==> config.mk <==
export PLATFORM = sky130hd
export DESIGN_NAME = csi2_pkt_hdr_tx
export DESIGN_NICKNAME = d
export VERILOG_FILES = /design/src/rtl/csi2_pkt_hdr_tx.sv
export SDC_FILE = /design/constraint.sdc
export NUM_CORES = 1
export LEC_CHECK = 0
export ABC_AREA = 1
export ABC_CLOCK_PERIOD_IN_PS = 3860
export CORE_ASPECT_RATIO = 0.6
export CORE_MARGIN = 10
export CORE_UTILIZATION = 56
export CTS_CLUSTER_DIAMETER = 150
export CTS_CLUSTER_SIZE = 8
export DETAILED_ROUTE_END_ITERATION = 8
export PLACE_DENSITY = 0.85
export RECOVER_POWER = 100
export REMOVE_ABC_BUFFERS = 1
export SLEW_MARGIN = 20
export SYNTH_ARGS = -nofsm -noshare
export SYNTH_HDL_FRONTEND = slang
export SYNTH_SLANG_ARGS = --single-unit
==> constraint.sdc <==
create_clock -name clk_i -period 3.86 [get_ports clk_i]
set_input_delay 0.772 -clock clk_i [delete_from_list [all_inputs] [get_ports clk_i]]
set_output_delay 0.772 -clock clk_i [all_outputs]
set_load 0.1 [all_outputs]
==> src/rtl/csi2_pkt_hdr_tx.sv <==
// CSI-2 transmit packet framer.
// Accepts a packet request (VC, DT, WC), builds the 32-bit header word with its
// 6-bit ECC, then streams ceil(WC/4) payload words for long packets. The last
// word carries tx_last_o and the byte enables implied by WC[1:0]. A single
// output register stage gives full throughput.
module csi2_pkt_hdr_tx (
  input  logic        clk_i,
  input  logic        rst_n_i,
  input  logic        req_valid_i,
  output logic        req_ready_o,
  input  logic [1:0]  req_vc_i,
  input  logic [5:0]  req_dt_i,
  input  logic [15:0] req_wc_i,
  input  logic        pld_valid_i,
  output logic        pld_ready_o,
  input  logic [31:0] pld_data_i,
  input  logic        pld_last_i,
  output logic        tx_valid_o,
  input  logic        tx_ready_i,
  output logic [31:0] tx_data_o,
  output logic [3:0]  tx_keep_o,
  output logic        tx_last_o,
  output logic        tx_hdr_o,
  output logic        len_err_o
);

  typedef enum logic [1:0] {IDLE, HDR, PLD} state_t;

  state_t      state, state_nxt;
  logic [31:0] hdr_q;       // header waiting for the output register
  logic        hdr_last_q;  // header is the whole packet
  logic [1:0]  wc_lo_q;     // WC[1:0], selects keep on the final word
  logic [14:0] cnt_q;       // payload words still to load

  logic [23:0] req_d;
  logic [31:0] req_hdr;
  logic        req_last;
  logic [16:0] wc_sum;
  logic [14:0] req_cnt;
  logic        load_ok;
  logic        last_word;
  logic [3:0]  keep_last;
  logic        ld_req, ld_pend, ld_pld;

  // Header ECC: each parity bit covers the D bits whose receiver syndrome
  // column has that bit set.
  function automatic logic [5:0] ecc6(input logic [23:0] d);
    logic [5:0] p;
    p[0] = d[0]^d[1]^d[2]^d[4]^d[5]^d[7]^d[10]^d[11]^d[13]^d[16]^d[20]^d[21]^d[22]^d[23];
    p[1] = d[0]^d[1]^d[3]^d[4]^d[6]^d[8]^d[10]^d[12]^d[14]^d[17]^d[20]^d[21]^d[22]^d[23];
    p[2] = d[0]^d[2]^d[3]^d[5]^d[6]^d[9]^d[11]^d[12]^d[15]^d[18]^d[20]^d[21]^d[22];
    p[3] = d[1]^d[2]^d[3]^d[7]^d[8]^d[9]^d[13]^d[14]^d[15]^d[19]^d[20]^d[21]^d[23];
    p[4] = d[4]^d[5]^d[6]^d[7]^d[8]^d[9]^d[16]^d[17]^d[18]^d[19]^d[20]^d[22]^d[23];
    p[5] = d[10]^d[11]^d[12]^d[13]^d[14]^d[15]^d[16]^d[17]^d[18]^d[19]^d[21]^d[22]^d[23];
    return p;
  endfunction

  assign req_d     = {req_wc_i, req_vc_i, req_dt_i};
  assign req_hdr   = {2'b00, ecc6(req_d), req_wc_i, req_vc_i, req_dt_i};
  assign req_last  = (req_dt_i < 6'h10) || (req_wc_i == 16'd0);
  assign wc_sum    = {1'b0, req_wc_i} + 17'd3;
  assign req_cnt   = wc_sum[16:2];
  assign load_ok   = !tx_valid_o || tx_ready_i;
  assign last_word = (cnt_q == 15'd1);

  // Byte enables for the final payload word.
  always_comb begin
    keep_last = 4'hF;
    case (wc_lo_q)
      2'd1:    keep_last = 4'h1;
      2'd2:    keep_last = 4'h3;
      2'd3:    keep_last = 4'h7;
      default: keep_last = 4'hF;
    endcase
  end

  // State register.
  always_ff @(posedge clk_i or negedge rst_n_i) begin
    if (!rst_n_i) state <= IDLE;
    else          state <= state_nxt;
  end

  // Next state and handshakes. The header goes straight to the output on
  // accept when the register is free so it appears the following cycle;
  // otherwise it parks in HDR until the register drains.
  always_comb begin
    state_nxt   = state;
    req_ready_o = 1'b0;
    pld_ready_o = 1'b0;
    ld_req      = 1'b0;
    ld_pend     = 1'b0;
    ld_pld      = 1'b0;
    case (state)
      IDLE: begin
        req_ready_o = 1'b1;
        if (req_valid_i) begin
          if (load_ok) begin
            ld_req    = 1'b1;
            state_nxt = req_last ? IDLE : PLD;
          end else begin
            state_nxt = HDR;
          end
        end
      end
      HDR: begin
        if (load_ok) begin
          ld_pend   = 1'b1;
          state_nxt = hdr_last_q ? IDLE : PLD;
        end
      end
      PLD: begin
        pld_ready_o = load_ok;
        if (pld_valid_i && load_ok) begin
          ld_pld = 1'b1;
          if (last_word) state_nxt = IDLE;
        end
      end
      default: state_nxt = IDLE;
    endcase
  end

  // Request latch and remaining payload word count.
  always_ff @(posedge clk_i or negedge rst_n_i) begin
    if (!rst_n_i) begin
      hdr_q      <= 32'd0;
      hdr_last_q <= 1'b0;
      wc_lo_q    <= 2'd0;
      cnt_q      <= 15'd0;
    end else if (req_valid_i && req_ready_o) begin
      hdr_q      <= req_hdr;
      hdr_last_q <= req_last;
      wc_lo_q    <= req_wc_i[1:0];
      cnt_q      <= req_cnt;
    end else if (ld_pld) begin
      cnt_q      <= cnt_q - 15'd1;
    end
  end

  // Output register; framing follows WC, pld_last_i only flags a mismatch.
  always_ff @(posedge clk_i or negedge rst_n_i) begin
    if (!rst_n_i) begin
      tx_valid_o <= 1'b0;
      tx_data_o  <= 32'd0;
      tx_keep_o  <= 4'h0;
      tx_last_o  <= 1'b0;
      tx_hdr_o   <= 1'b0;
      len_err_o  <= 1'b0;
    end else begin
      len_err_o <= ld_pld && (pld_last_i != last_word);
      if (ld_req || ld_pend) begin
        tx_valid_o <= 1'b1;
        tx_data_o  <= ld_req ? req_hdr : hdr_q;
        tx_keep_o  <= 4'hF;
        tx_last_o  <= ld_req ? req_last : hdr_last_q;
        tx_hdr_o   <= 1'b1;
      end else if (ld_pld) begin
        tx_valid_o <= 1'b1;
        tx_data_o  <= pld_data_i;
        tx_keep_o  <= last_word ? keep_last : 4'hF;
        tx_last_o  <= last_word;
        tx_hdr_o   <= 1'b0;
      end else if (tx_ready_i) begin
        tx_valid_o <= 1'b0;
      end
    end
  end

endmodule
==> impl_metrics.py, run 1 <==
metrics = {
    "placement": {
        "place_congestion": 0.9591,
        "pre_cts_ws_ns": 0.7648,
        "portBuffers": 103,
        "hpwl_um": 12300,
    },
    "hold_path": {
        "hold_depth": 1,
        "holdCritPathClass": "register to register",
        "min_to": "tx_keep_o[0]",
        "hold_start": "tx_keep_o[0]",
    },
    "final_layout": {
        "fin_nets": 985,
        "drive_above_1_share": 0.05441,
        "final_util": 0.7073,
        "syn_to_final_growth_pct": 23.13,
        "diodes": 0,
    },
    "sta": {
        "skew_ns": 0.006377,
        "slew_viol_final": 86,
        "fin_crit_ns": 3.201,
        "setup_violations": 0,
        "slew-limit-headroom": -0.3927,
        "hold_ws_ns": 0.4700,
        "worstMarginPinSlew_ns": 2.089,
        "hold_viol": 0,
        "fin_ws_ns": 0.6588,
        "rsz0062_at_grt": "no",
        "clock.fmax_mhz": 312.4,
        "finalCritPeriodShare": 0.8293,
        "setup_tns_ns": 0,
    },
    "clocking": {
        "h-tree-depth": 3,
        "cts_setup_buffers": 0,
        "tritoncts": "yes",
        "clk_pin_slew_ns": 0.06,
        "cts_made_buffers": 9,
        "clock-sinks": 88,
        "root_buffer": "clkbuf_16",
        "ctsHoldBuffers": 0,
        "cts_buffer_depth": 2,
        "post_cts_resized": 0,
        "clkLatencyLatePin_ns": 0.35,
    },
    "route": {
        "wl_um": 16350,
        "via_per_inst": 5.380,
        "wire_per_inst_um": 15.51,
        "ant_nets": 0,
        "vias": 5671,
        "remaining_drc_errors": 0,
        "dr.pass1.iters": 6,
        "drt_iter0_markers": 565,
    },
    "die": {
        "core_mm2": 0.009879,
        "pin_count": 104,
        "die_area_mm2": 0.01469,
        "die_y_um": 97.98,
        "initial_core_util": 0.5745,
        "rows": 28,
        "fp.dieW_um": 150.0,
    },
    "pwr": {
        "p_leak_nw": 3.466,
        "power.density_mw_per_mm2": 844.5,
        "power_frac_comb": 0.577,
        "p_sw_frac": 0.5476,
        "irDropWorstVdd_mv": 0.7859,
        "clockPowerShare": 0.151,
        "internal_power_mw": 2.670,
        "power.switching_mw": 3.232,
        "pwr-share-seq": 0.272,
    },
    "setup_path": {
        "crit_path_start_kind": "input port",
        "crit_fanout": 14,
        "r2r_slack_ns": 1.12,
        "crit_type": "input port to register",
        "ff2ff_path_depth": 9,
        "cp_data_arrival_time_ns": 3.48,
        "r2r-end": "tx_data_o[19]",
        "critPathCaptureType": "register",
        "r2r_start": "state[0]",
        "worstPathRequired_ns": 4.14,
    },
    "outcome": {
        "status": "complete, but fails checks",
        "violations": "max-capacitance violations, max-slew violations",
    },
    "grt": {
        "grt_pass1_vias": 5273,
        "grtUsageTotal": 0.2203,
        "grt_pass1_wl_um": 26500,
        "overflow": 0,
        "antenna_found_initial": 0,
        "grt_max_degree": 86,
    },
    "synthesis": {
        "yosysWarnings": 0,
        "ys_ff_latch": 88,
        "netlist_area_mm2": 0.005675,
        "seq_area_frac_synth": 0.3880,
        "avgSynthCellArea_um2": 6.888,
        "syn_inst": 824,
        "synth_edf_count": 0,
        "synthArstFlopShare": 1.000,
        "yosysUniqueCellTypes": 43,
        "synth-main-ff-cell": "dfrtp_1",
    },
    "flow_run": {
        "cap_violations": 1,
    },
}
-- worst max-delay path by stage --
stage                      from            end  slack, ns  cells after the start
global route        req_valid_i  tx_data_o[18]       0.52                      9
detailed placement   tx_ready_i  tx_data_o[24]       0.76                      9
CTS                    state[0]    req_ready_o       0.92                      2
floorplan            tx_valid_o    pld_ready_o       0.04                      3
global placement    req_valid_i  tx_data_o[19]       0.85                      9
finish               tx_ready_i       cnt_q[5]       0.66                     10
-- worst max-delay path, stage by stage --
cell and delay, ns:
clkdlybuf4s50_1 0.40, nor2_1 0.35, nor2_1 0.11, nand2_1 0.46
inv_2 0.22, nor2_1 0.58, inv_2 0.26, o21ai_0 0.14
a31oi_1 0.06, a21oi_1 0.14
-- cell usage in the layout (no fill, tap or decap), drive strengths merged, types with 2 or more instances in the layout --
cell type      Yosys  routed
o21ai             66      66
a22o               2       2
or2                5       5
nor2              80      80
o21bai             2       2
xor2              10      10
xnor2             11      11
nand4              6       6
dlygate4sd3        0      44
nand3             64      64
a21oi             35      35
buf               24       2
nand2            285     285
clkbuf             3      15
a211oi             2       2
a31oi              7       7
ha                 7       7
o211ai             8       8
inv              100     102
dfrtp             88      88
nor3              13      13
clkdlybuf4s50      0      57
-- per-stage QoR --
stage	area, um^2	power [mW]	cells
detailed placement	6744	5.131	1040
global placement	6744	5.065	1040
finish	6988	5.901	1054
floorplan	5512	4.198	797
global route	6988	6.245	1054
CTS	7036	6.029	1054
-- cell families after synthesis --
logic type	Yosys count	synth area share
simple gates	453	0.3382
compound gates	128	0.1305
buf+inv	127	0.09546
flops	88	0.3880
xor+xnor	21	0.03241
fa+ha+maj	7	0.01543
-- layer usage --
layer | wire length, um | GRT usage
met4 | 145 | 0.04836
met5 | 0 | 0
met3 | 1831 | 0.07558
met1 | 7473 | 0.3063
met2 | 6897 | 0.3229
-- Yosys cell counts, types with 7 or more instances --
cell       n  area [um^2]
a21oi_1   32        160.2
a31oi_1    7        43.79
buf_2     16        80.08
dfrtp_1   88         2202
ha_1       7        87.58
inv_1     92        345.3
inv_2      7        26.28
nand2_1  278         1044
nand3_1   64        320.3
nor2_1    68        255.2
nor3_1    11        55.05
o21ai_0   40        200.2
o21ai_1   26        130.1
xnor2_1   11        96.34
xor2_1    10        87.58
-- final cells by class --
| type | count | area, um^2 |
|---|---|---|
| sequential | 88 | 2202 |
| timing repair buffer | 108 | 1046 |
| inverter | 100 | 377.9 |
| fill | 891 | 2892 |
| clock inverter | 4 | 52.55 |
| clock buffer | 10 | 239.0 |
| tap | 135 | 168.9 |
| multi-input combinational | 609 | 2902 |
-- power groups by stage --
stage | sequential [mW] | clock [mW] | combinational, mW
after global routing | 1.66 | 0.921 | 3.67
after detailed placement | 1.62 | 0 | 3.51
after global placement | 1.62 | 0 | 3.45
final | 1.61 | 0.892 | 3.40
after CTS | 1.61 | 0.893 | 3.52
after floorplan | 2.95 | 0 | 1.25
-- registers in the layout (all words and copies together) (netlist names) --
name	count
cnt_q	15
hdr_last_q	1
hdr_q	29
len_err_o	1
state	2
tx_data_o	32
tx_hdr_o	1
tx_keep_o	4
tx_last_o	1
tx_valid_o	1
wc_lo_q	1
No activity file was read; power rests on OpenSTA's default activity.
==> run 2: changes to the inputs <==
--- a/config.mk
+++ b/config.mk
@@ -6,14 +6,14 @@
 export NUM_CORES = 1
 export LEC_CHECK = 0
 export ABC_AREA = 1
-export ABC_CLOCK_PERIOD_IN_PS = 3860
+export ABC_CLOCK_PERIOD_IN_PS = 3000
 export CORE_ASPECT_RATIO = 0.6
 export CORE_MARGIN = 10
-export CORE_UTILIZATION = 56
+export CORE_UTILIZATION = 53
 export CTS_CLUSTER_DIAMETER = 150
 export CTS_CLUSTER_SIZE = 8
 export DETAILED_ROUTE_END_ITERATION = 8
-export PLACE_DENSITY = 0.85
+export PLACE_DENSITY = 0.81
 export RECOVER_POWER = 100
 export REMOVE_ABC_BUFFERS = 1
 export SLEW_MARGIN = 20
==> constraint.sdc (replaced) <==
create_clock -name clk_i -period 3 [get_ports clk_i]
set_input_delay 0.6 -clock clk_i [delete_from_list [all_inputs] [get_ports clk_i]]
set_output_delay 0.6 -clock clk_i [all_outputs]
set_load 0.1 [all_outputs]
==> impl_metrics.py, run 2 (synthesis results as in run 1) <==
metrics = {
    "clocking": {
        "clock-sinks": 88,
        "tritoncts": "yes",
        "cts_setup_buffers": 0,
        "h-tree-depth": 3,
        "clkLatencyLatePin_ns": 0.34,
        "ctsHoldBuffers": 0,
        "cts_made_buffers": 9,
        "clk_pin_slew_ns": 0.07,
        "cts_buffer_depth": 2,
        "post_cts_resized": 0,
        "root_buffer": "clkbuf_16",
    },
    "route": {
        "wl_met1_um": 8216,
        "vias": 5559,
        "ant_nets": 0,
        "via_per_inst": 5.220,
        "wire_per_inst_um": 15.47,
        "remaining_drc_errors": 0,
        "wl_met2_um": 6826,
        "dr.pass1.iters": 5,
        "route.top_layer_used": "met4",
        "wl_um": 16480,
        "wl_met3_um": 1300,
        "drt_iter0_markers": 457,
    },
    "placement": {
        "place_congestion": 0.9856,
        "dpl-instance-area_mm2": 0.006746,
        "portBuffers": 103,
        "dpl.cell_count": 1049,
        "hpwl_um": 12600,
    },
    "final_layout": {
        "diodes": 0,
        "drive_above_1_share": 0.05940,
        "syn_to_final_growth_pct": 20.48,
        "top_regs": "tx_data_o (32), hdr_q (29), cnt_q (15)",
        "mostFrequentLayoutCell": "nand2_1",
        "regMostFlops": "tx_data_o",
        "largest_reg_flops": 32,
        "fin_area_mm2": 0.006838,
        "final_cell_mix": "nand2_1, inv_1, dfrtp_1, nor2_1, nand3_1",
        "fillers": 999,
        "instances_no_fill": 1065,
        "fin_nets": 990,
    },
    "sta": {
        "setup_violations": 0,
        "rsz0062_at_grt": "no",
        "slew-limit-headroom": 0.1523,
        "finalCritPeriodShare": 0.8365,
        "fin_crit_ns": 2.509,
        "skew_ns": 0.007763,
        "clock.fmax_mhz": 398.5,
        "slew_viol_final": 0,
        "hold_viol": 0,
        "worstMarginPinSlew_ns": 1.272,
    },
    "pwr": {
        "internal_power_mw": 3.300,
        "clockPowerShare": 0.156,
        "irDropWorstVdd_mv": 0.8777,
        "p_leak_nw": 3.387,
        "pwr-share-seq": 0.277,
        "p_sw_frac": 0.5601,
        "power_frac_comb": 0.568,
        "power.density_mw_per_mm2": 1097,
        "power.switching_mw": 4.201,
    },
    "die": {
        "die_area_mm2": 0.01538,
        "rows": 29,
        "initial_core_util": 0.5394,
        "die_y_um": 100.2,
        "fp.dieW_um": 153.6,
        "core_mm2": 0.01052,
        "pin_count": 104,
    },
    "setup_path": {
        "worstPathRequired_ns": 3.27,
        "crit_path_start": "tx_ready_i",
        "crit_type": "input port to register",
        "cp_data_arrival_time_ns": 2.78,
        "r2r_start": "state[1]",
        "crit_path_start_kind": "input port",
        "crit_fanout": 14,
        "critPathCaptureType": "register",
    },
    "grt": {
        "grt_pass1_wl_um": 27460,
        "grt_pass1_vias": 5303,
        "overflow": 0,
        "grt_max_degree": 65,
        "grtUsageTotal": 0.2155,
        "antenna_found_initial": 0,
    },
    "hold_path": {
        "hold_start": "tx_keep_o[0]",
        "holdCritPathClass": "register to register",
    },
    "outcome": {
        "status": "finished clean",
    },
    "flow_run": {
        "cap_violations": 0,
    },
}
[run 2: changes by cell type in the layout (fill, tap and decap cells not counted), sizes merged]
| cell | change |
|---|---|
| inv | +1 |
| buf | +8 |
| clkdlybuf4s50 | -4 |
| dlygate4sd3 | -37 |
| clkbuf | +38 |
| clkinvlp | +1 |
[run 2: critical path: stages]
cell           delay, ns
dlygate4sd3_1       0.53
nor2_1              0.27
nor2_1              0.11
nand2_2             0.27
inv_1               0.27
nor2_4              0.27
inv_2               0.16
o21ai_0             0.10
a31oi_1             0.06
a21oi_1             0.12
[run 2: final timing paths]
kind	to	slack (ns)	depth (start not counted)
min in group asynchronous	tx_data_o[21]	0.51	1
worst min-delay path	tx_keep_o[0]	0.47	1
max in group asynchronous	hdr_q[19]	0.86	2
worst max register to register	tx_data_o[19]	0.78	8
worst min register to register	tx_keep_o[0]	0.47	1
worst max-delay path	cnt_q[5]	0.49	10
[run 2: final cells by class]
type | count | area [um^2] | area share
tap | 139 | 173.9 | 0.02543
multi-input combinational | 609 | 2889 | 0.4225
inverter | 100 | 377.9 | 0.05526
sequential | 88 | 2202 | 0.3220
timing repair buffer | 113 | 890.9 | 0.1303
clock inverter | 6 | 75.07 | 0.01098
clock buffer | 10 | 229.0 | 0.03349
[run 2: stage by stage]
step / worst slack (ns) / hold slack, ns / TNS, ns / utilization / total power [mW]
floorplan: -0.6487 / 0.3044 / -8.838 / - / 5.402
global placement: 0.4722 / 0.4481 / 0 / 0.6411 / 6.553
detailed placement: 0.3985 / 0.4616 / 0 / 0.6411 / 6.612
CTS: 0.7045 / 0.1563 / 0 / 0.6700 / 7.795
global route: 0.3212 / 0.4905 / 0 / 0.6498 / 7.988
finish: 0.4905 / 0.4688 / 0 / 0.6498 / 7.501
[run 2: power by group through the flow]
stage	combinational (mW)	clock [mW]	sequential [mW]
after floorplan	1.61	0	3.79
after global placement	4.47	0	2.09
after detailed placement	4.53	0	2.08
after CTS	4.54	1.18	2.08
after global routing	4.61	1.23	2.15
final	4.26	1.17	2.07
[run 2: metal layers]
layer / GRT usage / up-vias
li1: - / 2814
met1: 0.3189 / 2531
met2: 0.3096 / 200
met3: 0.05722 / 14
met4: 0.03832 / 0
met5: 0 / -
==> run 3: changes to the inputs <==
--- a/config.mk
+++ b/config.mk
@@ -6,7 +6,7 @@
 export NUM_CORES = 1
 export LEC_CHECK = 0
 export ABC_AREA = 1
-export ABC_CLOCK_PERIOD_IN_PS = 3000
+export ABC_CLOCK_PERIOD_IN_PS = 2340
 export CORE_ASPECT_RATIO = 0.6
 export CORE_MARGIN = 10
 export CORE_UTILIZATION = 53
==> constraint.sdc (replaced) <==
create_clock -name clk_i -period 2.34 [get_ports clk_i]
set_input_delay 0.468 -clock clk_i [delete_from_list [all_inputs] [get_ports clk_i]]
set_output_delay 0.468 -clock clk_i [all_outputs]
set_load 0.1 [all_outputs]
==> impl_metrics.py, run 3 (synthesis results as in run 1) <==
metrics = {
    "grt": {
        "grt_max_degree": 36,
        "grt_pass1_vias": 5436,
        "grt_pass1_wl_um": 27140,
        "overflow": 0,
        "grtUsageTotal": 0.2117,
        "antenna_found_initial": 0,
    },
    "route": {
        "wire_per_inst_um": 15.32,
        "dr.pass1.iters": 5,
        "wl_met1_um": 8095,
        "ant_nets": 0,
        "route.top_layer_used": "met4",
        "via_per_inst": 5.339,
        "vias": 5835,
        "remaining_drc_errors": 0,
        "wl_met2_um": 6974,
        "wl_um": 16750,
        "drt_iter0_markers": 465,
        "wl_met3_um": 1461,
    },
    "setup_path": {
        "crit_path_end": "pld_ready_o",
        "ff2ff_path_depth": 7,
        "worst-path-stages": 4,
        "crit_family": "buffers and inverters",
        "crit_fanout": 5,
        "r2r_start": "cnt_q[9]",
        "critPathBufInv": 2,
        "r2r-end": "tx_keep_o[3]",
        "worstPathRequired_ns": 1.87,
        "critPathCaptureType": "output pin",
        "cp_data_arrival_time_ns": 1.74,
        "crit_type": "input port to output pin",
        "cpMaxStageDelayCell": "clkbuf_2",
        "slowest_delay_ns": 0.50,
        "crit_path_start_kind": "input port",
        "r2r_slack_ns": 0.18,
        "worstPathCellList": "clkdlybuf4s50_1, nor2_1, nor3_1, clkbuf_2",
        "crit_path_start": "tx_ready_i",
    },
    "sta": {
        "slew_viol_final": 30,
        "clock.fmax_mhz": 452.7,
        "slew-limit-headroom": -0.1496,
        "fin_crit_ns": 2.209,
        "rsz0062_at_grt": "no",
        "finalCritPeriodShare": 0.9440,
        "setup_violations": 0,
        "hold_viol": 0,
        "skew_ns": 0.004462,
        "setup_tns_ns": 0,
        "worstMarginPinSlew_ns": 1.724,
    },
    "final_layout": {
        "drive_above_1_share": 0.1268,
        "final_cell_mix": "nand2_1, inv_1, dfrtp_1, nor2_1, nand3_1",
        "top_regs": "tx_data_o (32), hdr_q (29), cnt_q (15)",
        "fillers": 932,
        "mostFrequentLayoutCell": "nand2_1",
        "diodes": 0,
        "largest_reg_flops": 32,
        "fin_nets": 1018,
        "fin_area_mm2": 0.007059,
        "regMostFlops": "tx_data_o",
        "syn_to_final_growth_pct": 24.38,
    },
    "clocking": {
        "clk_pin_slew_ns": 0.07,
        "clock-sinks": 88,
        "post_cts_resized": 0,
        "cts_made_buffers": 9,
        "cts_buffer_depth": 2,
        "tritoncts": "yes",
        "h-tree-depth": 3,
        "ctsHoldBuffers": 0,
        "root_buffer": "clkbuf_16",
        "clkLatencyLatePin_ns": 0.35,
        "cts_setup_buffers": 0,
    },
    "die": {
        "die_area_mm2": 0.01538,
        "die_y_um": 100.2,
        "initial_core_util": 0.5394,
        "core_mm2": 0.01052,
        "pin_count": 104,
        "rows": 29,
        "fp.dieW_um": 153.6,
    },
    "placement": {
        "portBuffers": 103,
        "hpwl_um": 12930,
        "dpl-instance-area_mm2": 0.006957,
        "place_congestion": 0.9526,
    },
    "pwr": {
        "irDropWorstVdd_mv": 1.069,
        "p_leak_nw": 3.614,
        "power.density_mw_per_mm2": 1370,
    },
    "hold_path": {
        "holdCritPathClass": "register to register",
    },
    "outcome": {
        "status": "complete, but fails checks",
        "violations": "max-capacitance violations, max-slew violations",
    },
    "flow_run": {
        "cap_violations": 1,
    },
}
==> run 3: cell types whose count changed in the layout (fill, tap and decap cells not counted), moves of 4 or more <==
cell / delta
clkbuf_1: -38
dlygate4sd3_1: -4
buf_4: +21
clkbuf_2: +44
clkdlybuf4s50_1: +4
==> run 3: how the worst min path moves through the flow <==
stage	cells after the start	to	slack [ns]	from
3_5_place_dp	1	tx_data_o[22]	0.43	rst_n_i
2_1_floorplan	0	cnt_q[0]	0.17	rst_n_i
5_1_grt	2	hdr_q[25]	0.50	hdr_q[25]
4_1_cts	1	tx_data_o[22]	0.06	rst_n_i
6_report	1	tx_keep_o[0]	0.47	tx_keep_o[0]
3_3_place_gp	1	tx_data_o[22]	0.43	rst_n_i
==> run 3: routing by layer <==
metal	up-vias	GRT usage
met5	-	0
met4	0	0.05134
met3	29	0.05038
met2	263	0.3126
met1	2674	0.3049
li1	2869	-
==> run 3: layout make-up <==
class,count,area (um^2),area share
Tap cell,139,173.9,0.02464
Sequential cell,88,2202,0.3119
Multi-Input combinational cell,609,2894,0.4100
Clock buffer,10,239.0,0.03385
Inverter,100,377.9,0.05353
Timing Repair Buffer,141,1130,0.1600
Clock inverter,6,42.54,0.006026
==> run 3: per-stage QoR <==
step | hold WS [ns] | util | total power [mW] | std cells | setup WS [ns]
2_1_floorplan | 0.1724 | - | 6.925 | 797 | -1.177
3_3_place_gp | 0.4258 | 0.6611 | 8.484 | 1077 | 0.05747
3_5_place_dp | 0.4302 | 0.6611 | 8.597 | 1077 | -0.006631
4_1_cts | 0.06165 | 0.6879 | 10.00 | 1093 | 0.2659
5_1_grt | 0.4976 | 0.6709 | 10.25 | 1093 | 0.03944
6_report | 0.4727 | 0.6709 | 9.669 | 1093 | 0.1310
==> run 3: power breakdown <==
group	internal (mW)	switching, mW	total [mW]
registers	2.23	0.431	2.67
clock network	0.753	0.629	1.38
logic	1.28	4.34	5.62
total	4.27	5.40	9.67
